<file path="config.mk">
export PLATFORM = sky130hd
export DESIGN_NAME = sensor_enable_driver_flat
export DESIGN_NICKNAME = d
export VERILOG_FILES = /design/src/rtl/sensor_enable_driver_if.sv /design/src/rtl/sensor_enable_driver.sv /design/src/flat_wrapper.sv
export SDC_FILE = /design/constraint.sdc
export NUM_CORES = 1
export LEC_CHECK = 0
export CORE_MARGIN = 2
export CORE_UTILIZATION = 35
export CTS_CLUSTER_DIAMETER = 40
export DETAILED_ROUTE_END_ITERATION = 6
export GPL_TIMING_DRIVEN = 0
export PLACE_DENSITY = 0.59
export SYNTH_ARGS = -nofsm -noshare
export SYNTH_HDL_FRONTEND = slang
export SYNTH_SLANG_ARGS = --single-unit
</file>
<file path="constraint.sdc">
create_clock -name clk -period 2.3 [get_ports clk]
set_input_delay 0.46 -clock clk [delete_from_list [all_inputs] [get_ports clk]]
set_output_delay 0.46 -clock clk [all_outputs]
set_load 0.005 [all_outputs]
</file>
<file path="src/rtl/sensor_enable_driver_if.sv">
// Sensor-select bus between the measurement controller, the enable driver and
// the sensor array. The driver uses the slave modport.
interface sensor_enable_driver_if;
    logic        start;
    logic [4:0]  endS;
    logic        ack;
    logic [31:0] enable;
    logic        busy;
    logic        done;
    logic        timeout;
    logic [4:0]  addr_q;

    modport master (output start, endS, ack,
                    input  enable, busy, done, timeout, addr_q);
    modport slave  (input  start, endS, ack,
                    output enable, busy, done, timeout, addr_q);
endinterface

</file>
<file path="src/rtl/sensor_enable_driver.sv">
// One-hot sensor enable driver: latch address, hold enable until ack or timeout.
// Optional retry-after-timeout support is compiled in with SENSOR_RETRY_EN.
module sensor_enable_driver #(
    parameter int TIMEOUT_CYCLES = 1024,
    parameter int CNT_W          = 16,
    parameter int RETRIES        = 2
) (
    input  logic                  clk,
    input  logic                  rst,
    sensor_enable_driver_if.slave bus
);
    typedef enum logic [1:0] {IDLE, DRIVE, FINISH, RELEASE} state_t;

    localparam logic [CNT_W-1:0] CNT_LAST = CNT_W'(TIMEOUT_CYCLES - 1);

    state_t      state_q, state_d;
    logic [31:0] enable_q, enable_d;
    logic        busy_q, busy_d;
    logic        done_q, done_d;
    logic        timeout_q, timeout_d;
    logic [4:0]  addr_q, addr_d;
    logic [CNT_W-1:0] cnt_q, cnt_d;
    logic        last_cnt;

    assign last_cnt = (cnt_q == CNT_LAST);

`ifdef SENSOR_RETRY_EN
    localparam int RTRY_W = (RETRIES < 1) ? 1 : $clog2(RETRIES + 1);
    logic [RTRY_W-1:0] rtry_q, rtry_d;
    logic              rtry_left;
    assign rtry_left = (rtry_q < RTRY_W'(RETRIES));
`endif

    always_ff @(posedge clk or negedge rst) begin
        if (!rst) begin
            state_q   <= IDLE;
            enable_q  <= '0;
            busy_q    <= 1'b0;
            done_q    <= 1'b0;
            timeout_q <= 1'b0;
            addr_q    <= '0;
            cnt_q     <= '0;
`ifdef SENSOR_RETRY_EN
            rtry_q    <= '0;
`endif
        end else begin
            state_q   <= state_d;
            enable_q  <= enable_d;
            busy_q    <= busy_d;
            done_q    <= done_d;
            timeout_q <= timeout_d;
            addr_q    <= addr_d;
            cnt_q     <= cnt_d;
`ifdef SENSOR_RETRY_EN
            rtry_q    <= rtry_d;
`endif
        end
    end

    always_comb begin
        state_d = state_q;
        case (state_q)
            IDLE:    if (bus.start) state_d = DRIVE;
            DRIVE: begin
                if (bus.ack) state_d = FINISH;
                else if (last_cnt) begin
`ifdef SENSOR_RETRY_EN
                    state_d = rtry_left ? RELEASE : FINISH;
`else
                    state_d = FINISH;
`endif
                end
            end
            FINISH:  state_d = IDLE;
            RELEASE: state_d = DRIVE;
            default: state_d = IDLE;
        endcase
    end

    always_comb begin
        enable_d  = enable_q;
        busy_d    = busy_q;
        done_d    = done_q;
        timeout_d = timeout_q;
        addr_d    = addr_q;
        cnt_d     = cnt_q;
`ifdef SENSOR_RETRY_EN
        rtry_d    = rtry_q;
`endif
        case (state_q)
            IDLE: begin
                enable_d = '0;
                busy_d   = 1'b0;
                if (bus.start) begin
                    addr_d    = bus.endS;
                    enable_d  = 32'd1 << bus.endS;
                    busy_d    = 1'b1;
                    cnt_d     = '0;
                    timeout_d = 1'b0;
`ifdef SENSOR_RETRY_EN
                    rtry_d    = '0;
`endif
                end
            end
            DRIVE: begin
                // ack is checked before the count so a coincident ack wins
                if (bus.ack) begin
                    enable_d  = '0;
                    done_d    = 1'b1;
                    timeout_d = 1'b0;
                end else if (last_cnt) begin
                    enable_d = '0;
`ifdef SENSOR_RETRY_EN
                    if (rtry_left) begin
                        rtry_d = rtry_q + 1'b1;
                    end else begin
                        done_d    = 1'b1;
                        timeout_d = 1'b1;
                    end
`else
                    done_d    = 1'b1;
                    timeout_d = 1'b1;
`endif
                end else begin
                    cnt_d = cnt_q + 1'b1;
                end
            end
            FINISH: begin
                done_d = 1'b0;
                busy_d = 1'b0;
            end
            RELEASE: begin
                enable_d = 32'd1 << addr_q;
                cnt_d    = '0;
            end
            default: enable_d = '0;
        endcase
    end

    always_comb begin
        bus.enable  = enable_q;
        bus.busy    = busy_q;
        bus.done    = done_q;
        bus.timeout = timeout_q;
        bus.addr_q  = addr_q;
    end
endmodule

</file>
<file path="src/flat_wrapper.sv">
// flat-port wrapper written by rule: the top's interface ports become plain ports
module sensor_enable_driver_flat 
#(
    parameter int TIMEOUT_CYCLES = 1024,
    parameter int CNT_W          = 16,
    parameter int RETRIES        = 2
)
  (clk, rst, bus_start, bus_endS, bus_ack, bus_enable, bus_busy, bus_done, bus_timeout, bus_addr_q);
  sensor_enable_driver_if bus_i ();
  input  logic clk;
  input  logic rst;
  input wire logic [$bits(bus_i.start)-1:0] bus_start;
  input wire logic [$bits(bus_i.endS)-1:0] bus_endS;
  input wire logic [$bits(bus_i.ack)-1:0] bus_ack;
  output wire logic [$bits(bus_i.enable)-1:0] bus_enable;
  output wire logic [$bits(bus_i.busy)-1:0] bus_busy;
  output wire logic [$bits(bus_i.done)-1:0] bus_done;
  output wire logic [$bits(bus_i.timeout)-1:0] bus_timeout;
  output wire logic [$bits(bus_i.addr_q)-1:0] bus_addr_q;
  assign bus_i.start = bus_start;
  assign bus_i.endS = bus_endS;
  assign bus_i.ack = bus_ack;
  assign bus_enable = bus_i.enable;
  assign bus_busy = bus_i.busy;
  assign bus_done = bus_i.done;
  assign bus_timeout = bus_i.timeout;
  assign bus_addr_q = bus_i.addr_q;
  sensor_enable_driver #(.TIMEOUT_CYCLES(TIMEOUT_CYCLES), .CNT_W(CNT_W), .RETRIES(RETRIES)) u_core (.clk(clk), .rst(rst), .bus(bus_i));
endmodule
</file>
==> Implementation_results.wiki, run 1 <==
{| class="wikitable"
! Metric !! Value
|-
| Endpoint kind of the worst setup timing path || flip-flop
|-
| Yosys warning total || 0
|-
| Number of antenna violations at the first check in global routing || 0
|-
| Worst min path class || in2async
|-
| DR vias/cell || ~5.8
|-
| Element type at the critical path start || flip-flop
|-
| Port bufs || 47
|-
| Critical path fanouts, max || 10
|-
| Pwr Density || roughly 910 mW/mm^2
|-
| Layout Utilization || 44.8%
|-
| Mapped Area || 0.00327 sq mm
|-
| Sink count of the clock tree || 58
|-
| Setup Viol. Count Final || 0
|-
| Final critical path time including I/O delays and setup || roughly 2.2 ns
|-
| TritonCTS buffer count || 9
|-
| H-tree depth reported by CTS || 3
|-
| Slew HR || slightly below 60%
|-
| Skew-Pair Late Insertion Delay || 0.35 ns
|-
| Overall die area || between 0.01 and 0.015 sq mm
|-
| Post-DRT Antenna Nets || 0
|-
| Routed len/inst || between 15 and 20 um
|-
| Detailed-route via count || around 2800
|-
| Weighted congestion at the end of routability-driven global placement || 0.901
|-
| Area fraction of the dominant cell type after synthesis || 44.4%
|-
| Hold violation count in the final report || 0
|-
| Post-synth ARST share || 100%
|-
| All-Layer GR Usage || 18.1%
|-
| Non-Filler Instances || 488
|-
| Maximum vdd ir drop || about 0.00035 V
|-
| Detailed placer's ending HPWL || between 6 and 7 mm
|-
| Width of the die || 101 um
|-
| Netlist cell types || between 40 and 50
|-
| Actual slew at the worst max-slew pin || approximately 0.62 ns
|-
| Net count reported at finish || about 390
|-
| Area delta synth->final || 25.5%
|-
| Clock skew after layout || between 0.01 and 0.015 ns
|-
| CTS hold repair buffers || 0
|-
| Number of instances in the synthesized netlist || 312
|-
| Worst Path Arrival || ~2.4 ns
|-
| Top cells by area in the synthesized netlist || dfrtp_1 (44%), mux2_2 (12%), o22ai_1 (5.2%), nand2_1 (3.8%), nand2b_1 (2.3%)
|-
| Root buffer selected by CTS || clkbuf_8
|-
| Run status || finished, final reports clean
|-
| Wire length of the first global-routing pass || about 14 mm
|-
| Final count of pins violating max slew || 0
|-
| Share of synthesized area occupied by flip-flops and latches || between 40% and 50%
|-
| Placed Cells || ~470
|-
| Starting Density || 35.7%
|-
| Core ar. || 0.00915 sq mm
|-
| Yosys reg bits || between 50 and 60
|-
| Unrepaired setup endpoints after global routing || false
|-
| Number of DRC violations after detailed routing || 0
|-
| Number of enable flip-flop cells after synthesis || 0
|-
| Vias in the first global route || between 2000 and 3000
|-
| Cell area after layout || 0.00410 sq mm
|-
| Clock-pin slew reported for the worst setup and hold paths after clock tree synthesis || 0.08 ns
|-
| Required @ worst endpoint || between 2 and 3 ns
|-
| Die Span Y || ~100 um
|-
| Leakage power || 1.75 nW
|-
| Overflow after GRT || 0
|-
| Aggregate routed wire length || ~8.6 mm
|-
| TritonCTS clock tree || yes
|-
| Number of inserted diodes || 0
|-
| Initial drt markers || roughly 140
|-
| Cell taking the most area after synthesis || dfrtp_1
|-
| Row Count || 35
|-
| Proportion of layout cells with a drive suffix above 1 || between 20% and 30%
|-
| Max clock buf depth || 2
|-
| Largest net degree at the start of global routing || 40
|-
| Number of violations of the max-capacitance limit || 0
|-
| Final Cycle Share || ~94%
|-
| Avg Synthesized Cell Area || between 10 and 15 sq um
|-
| Net count after synthesis || 326
|-
| Critical setup path kind || reg2reg
|-
| Upper clock frequency limit || approximately 0.46 GHz
|-
| Most used DFF post-synth || dfrtp_1
|-
| I/O pin total || 49
|-
| DR pass1 iterations || 4
|-
| Standard cell area after detailed placement || a little under 0.004 sq mm
|}
-- layout make-up --
type / count / area (sq um)
Clock buffer: 11 / 141
Buffer: 16 / 100
Timing Repair Buffer: 50 / 500
Inverter: 5 / 18.8
Fill cell: 863 / 5050
Multi-Input combinational cell: 232 / 1720
Clock inverter: 5 / 30.0
Sequential cell: 58 / 1450
Tap cell: 111 / 139
-- cell families after synthesis --
kind of cell	share of synthesized area (%)
AOI/OAI and AO/OA	15.5
adders and majority gates	1.91
buffers and inverters	3.52
DFF	44.4
muxes	14.0
and+or+nand+nor	20.6
-- worst max-delay path, cell delays in order (launching register included) --
cell	delay, ns
dfrtp_1	0.41
ha_1	0.22
and4_1	0.17
buf_2	0.19
nand4_2	0.18
a21oi_4	0.33
buf_6	0.20
mux2_2	0.34
-- registers in the layout, indices dropped and copies added, names as in the netlist --
name and flops:
u_core.cnt_q 16, u_core.bus.addr_q 5, u_core.bus.enable 32, u_core.state_q 2
u_core.bus.timeout 1, u_core.bus.done 1, u_core.bus.busy 1
-- worst paths after layout --
check	start	endpoint	slack (ns)	depth (start not counted)
max	u_core.cnt_q[1]	u_core.bus.enable[21]	0.13	7
max reg2reg	u_core.cnt_q[1]	u_core.bus.enable[21]	0.13	7
min reg2reg	u_core.bus.enable[0]	u_core.bus.enable[0]	0.49	1
max in group asynchronous	rst	u_core.cnt_q[0]	1.66	2
min in group clk	u_core.bus.enable[0]	u_core.bus.enable[0]	0.49	1
min	rst	u_core.bus.enable[17]	0.06	1
-- synthesized netlist by cell type, types with 4 or more instances --
master	instances
a221o_1	7
a31oi_1	7
and3_1	6
buf_2	5
clkbuf_1	8
dfrtp_1	58
ha_1	5
inv_1	5
mux2_2	34
mux2i_1	4
nand2_1	33
nand2b_1	12
nand3_1	10
nand3b_1	4
nand4_1	5
nor2_1	7
nor2b_1	6
nor3_1	14
o22ai_1	27
o32ai_1	6
or2_2	4
-- where the power goes --
| group | leakage, nW | total, mW | internal (mW) | switching (mW) |
|---|---|---|---|---|
| clock network | 0.0851 | 0.848 | 0.414 | 0.433 |
| logic | 0.881 | 1.59 | 0.724 | 0.869 |
| registers | 0.785 | 1.30 | 1.15 | 0.142 |
-- layer usage --
layer  share of wire (%)  global-route usage [%]  vias to the layer above
li1                    -                       -                     1317
met1                  45                    24.2                     1390
met2                  47                    28.3                      110
met3                 6.3                    4.09                       13
met4                 1.6                    7.90                        0
met5                   0                       0                        -
-- stage by stage --
step                hold WS [ns]  setup slack [ns]  total power [mW]  setup TNS (ns)
finish                    0.0581             0.130              3.74               0
global route              0.0824            0.0232              4.00               0
CTS                       0.0666            0.0195              3.72               0
detailed placement         0.444            -0.256              2.85           -3.30
global placement           0.470             -1.13              2.83          -68.91
floorplan                  0.164             0.337              2.29               0
-- cell usage in the layout (no fill, tap or decap), types with 5 or more instances in the layout --
cell             Yosys  routed
inv_1                5       5
nand2b_1            12      12
nor2b_1              6       6
clkdlybuf4s50_1      0      46
o22ai_1             27      27
and3_1               6       6
dfrtp_1             58      57
clkbuf_8             0      10
nand3_1             10      10
nand4_1              5       5
nand2_1             33      33
a221o_1              7       7
mux2_2              34      34
clkbuf_1             8       6
nor2_1               7       7
o32ai_1              6       6
nor3_1              14      14
a31oi_1              7       7
-- repair_timing --
action,4_1_cts,5_1_grt
setup buffers,0,2
pin swaps,0,1
cloned,0,0
resized for setup,2,8
endpoints found under the setup margin,15,39
Power figures use the tool's default switching activity.
==> run 2: changes to the inputs <==
- CORE_UTILIZATION: 35 -> 54
- PLACE_DENSITY: 0.59 -> 0.83
==> run 2 against run 1 <==
  * Largest power group unchanged
  * Register-to-register slack worse by 0.02 ns
  * Sequential share of layout area grew 0.43 points
  * Fmax is 0.78% lower
  * Design area down 1.2%
  * Hold slack improved by 0.097 ns
  * Power barely moved
  * Clock-buffer cell count grew 1
  * Routed wire length decreased by 2.8%
  * Clock skew down 0.0041 ns
  * Combinational power barely moved
  * Largest cell class unchanged
  * Die area shrank 34%
==> Implementation_results.wiki, run 2 (synthesis results as in run 1) <==
{| class="wikitable"
! Metric !! Value
|-
| Port bufs || 47
|-
| Register area || between 0.001 and 0.0015 sq mm
|-
| Delay-heaviest family, CP || simple AND/OR/NAND/NOR gates
|-
| Most frequent standard cell in the layout excluding fill and tap cells || dfrtp_1
|-
| Pwr Density || approximately 920 mW/mm^2
|-
| Fraction of power consumed by sequential logic || 35.0%
|-
| Slowest cell on crit path || nor4b_2
|-
| Die Span Y || slightly above 80 um
|-
| Number of inserted diodes || 0
|-
| Slew HR || 55.8%
|-
| Critical setup path kind || reg2reg
|-
| Worst r2r dst || u_core.bus.enable[1]
|-
| Net count reported at finish || 386
|-
| Proportion of layout cells with a drive suffix above 1 || just over 20%
|-
| Routed len/inst || between 15 and 20 um
|-
| Width of the die || just over 80 um
|-
| Maximum vdd ir drop || between 0.0008 and 0.0009 V
|-
| Aggregate routed wire length || about 8.4 mm
|-
| Unrepaired setup endpoints after global routing || false
|-
| All-Layer GR Usage || roughly a quarter
|-
| Wire length of the first global-routing pass || 13.5 mm
|-
| Fillers || roughly 470
|-
| Net switching component of the power || 1.42 mW
|-
| Area delta synth->final || 24.0%
|-
| Number of antenna violations at the first check in global routing || 0
|-
| Sink count of the clock tree || just under 60
|-
| Upper clock frequency limit || ~0.46 GHz
|-
| H-tree depth reported by CTS || 3
|-
| Final count of pins violating max slew || 0
|-
| Root buffer selected by CTS || clkbuf_8
|-
| Critical path fanouts, max || 10
|-
| Worst Path Arrival || 2.47 ns
|-
| Cell Chain, Critical Path || inv_1 -> ha_1 -> clkbuf_2 -> nor4b_2 -> nand2b_1 -> o32ai_1 -> mux2_2
|-
| Reg-to-reg setup timing slack || between 0.1 and 0.15 ns
|-
| Power, Total || 3.74 mW
|-
| Weighted congestion at the end of routability-driven global placement || between 1 and 1.5
|-
| Final critical path time including I/O delays and setup || 2.19 ns
|-
| Combinational share of power || a little over two fifths
|-
| Final worst-path setup slack || 0.113 ns
|-
| Worst slack after detailed placement || -0.218 ns
|-
| Global-route track usage on met2 || a little over two fifths
|-
| Run status || finished, final reports clean
|-
| Largest net degree at the start of global routing || 31
|-
| Area used by multi-input combinational logic || approximately 0.0017 sq mm
|-
| Number of violations of the max-capacitance limit || 0
|-
| Met1 layer usage reported by global route || 35.8%
|-
| DR pass1 iterations || 5
|-
| Starting Density || a little under three fifths
|-
| Row Count || 28
|-
| TritonCTS buffer count || 9
|-
| Hold violation count in the final report || 0
|-
| Busiest layer in global routing || met2
|-
| Core ar. || between 0.005 and 0.006 sq mm
|-
| Actual slew at the worst max-slew pin || about 0.66 ns
|-
| Fraction of power spent switching nets || a little under two fifths
|-
| Total Negative Setup Slacks || 0 ns
|-
| Required @ worst endpoint || 2.58 ns
|-
| Post-route worst hold slack || 0.155 ns
|-
| Worst stage delay on the critical path || roughly 0.54 ns
|-
| Endpoint kind of the worst setup timing path || flip-flop
|-
| TritonCTS clock tree || yes
|-
| Setup Viol. Count Final || 0
|-
| Worst min path class || in2async
|-
| Skew-Pair Late Insertion Delay || 0.34 ns
|-
| Overflow after GRT || 0
|-
| Final Cycle Share || between 90% and 100%
|-
| Reg2Reg Launch Point || u_core.state_q[1]
|-
| Max reg flops || 32
|-
| Max clock buf depth || 2
|-
| Leakage power || 1.76 nW
|-
| Clock-pin slew reported for the worst setup and hold paths after clock tree synthesis || around 0.07 ns
|-
| Cell depth of the worst flop-to-flop path || 7
|-
| Overall die area || roughly 0.0067 sq mm
|-
| Clock skew after layout || about 0.0078 ns
|-
| Cell-internal power || approximately 2.3 mW
|-
| Bufs and invs on worst path || 2
|-
| Clk network pwr share || between 20% and 30%
|-
| Element type at the critical path start || flip-flop
|-
| Post-DRT Antenna Nets || 0
|-
| Number of DRC violations after detailed routing || 0
|-
| Met3 usage in global routing || approximately 5.9%
|-
| Detailed-route via count || between 2000 and 3000
|-
| I/O pin total || between 40 and 50
|-
| DR vias/cell || around 6.5
|-
| Vias in the first global route || 2679
|-
| Most frequent cells in the layout || dfrtp_1 (57), clkdlybuf4s50_1 (46), mux2_2 (34)
|-
| Initial drt markers || roughly 320
|-
| Detailed placer's ending HPWL || 5.98 mm
|}
run 2: cell types whose count changed in the layout (fill, tap and decap cells not counted), sizes merged:
| cell | delta |
|---|---|
| buf | +1 |
| clkinvlp | -1 |
run 2: through the flow:
step	utilization [%]	cells	area, sq um
after floorplan	-	312	3270
after global placement	65.1	434	3830
after detailed placement	65.4	435	3850
after CTS	68.6	451	4040
after global routing	68.9	452	4050
final	68.9	452	4050
run 2: how the worst max path moves through the flow:
stage	slack (ns)	to	cells past startpoint	start
floorplan	0.34	u_core.cnt_q[10]	8	u_core.state_q[0]
global placement	-0.99	u_core.cnt_q[1]	1	rst
detailed placement	-0.22	u_core.cnt_q[10]	7	bus_start
CTS	0.03	u_core.cnt_q[10]	8	u_core.state_q[1]
global route	0.02	u_core.bus.enable[9]	7	u_core.cnt_q[1]
finish	0.11	u_core.bus.enable[1]	7	u_core.state_q[1]
run 2: timing repair:
item,CTS,global route
resized for setup,1,7
endpoints found under the setup margin,16,15
hold buffers,0,0
setup buffers,0,2
pin swaps,0,1
run 2: area by class of cell:
cell class	count	share of cell area, %
Timing Repair Buffer	50	12.3
Sequential cell	58	35.8
Inverter	5	0.463
Clock buffer	12	3.83
Clock inverter	4	0.648
Buffer	16	2.41
Multi-Input combinational cell	232	42.1
Tap cell	75	2.32
run 2: power groups by stage:
| stage | logic [mW] | registers [mW] | clock network, mW |
|---|---|---|---|
| 2_1_floorplan | 0.997 | 1.29 | 0 |
| 3_3_place_gp | 1.47 | 1.31 | 0 |
| 3_5_place_dp | 1.51 | 1.32 | 0 |
| 4_1_cts | 1.53 | 1.30 | 0.879 |
| 5_1_grt | 1.69 | 1.32 | 0.922 |
| 6_report | 1.57 | 1.31 | 0.861 |
run 2: routing by layer:
metal	up-vias	routed length [um]	part of all wire, %
li1	1326	-	-
met1	1404	3600	43
met2	156	3950	47
met3	36	587	7.0
met4	0	234	2.8
met5	-	0	0
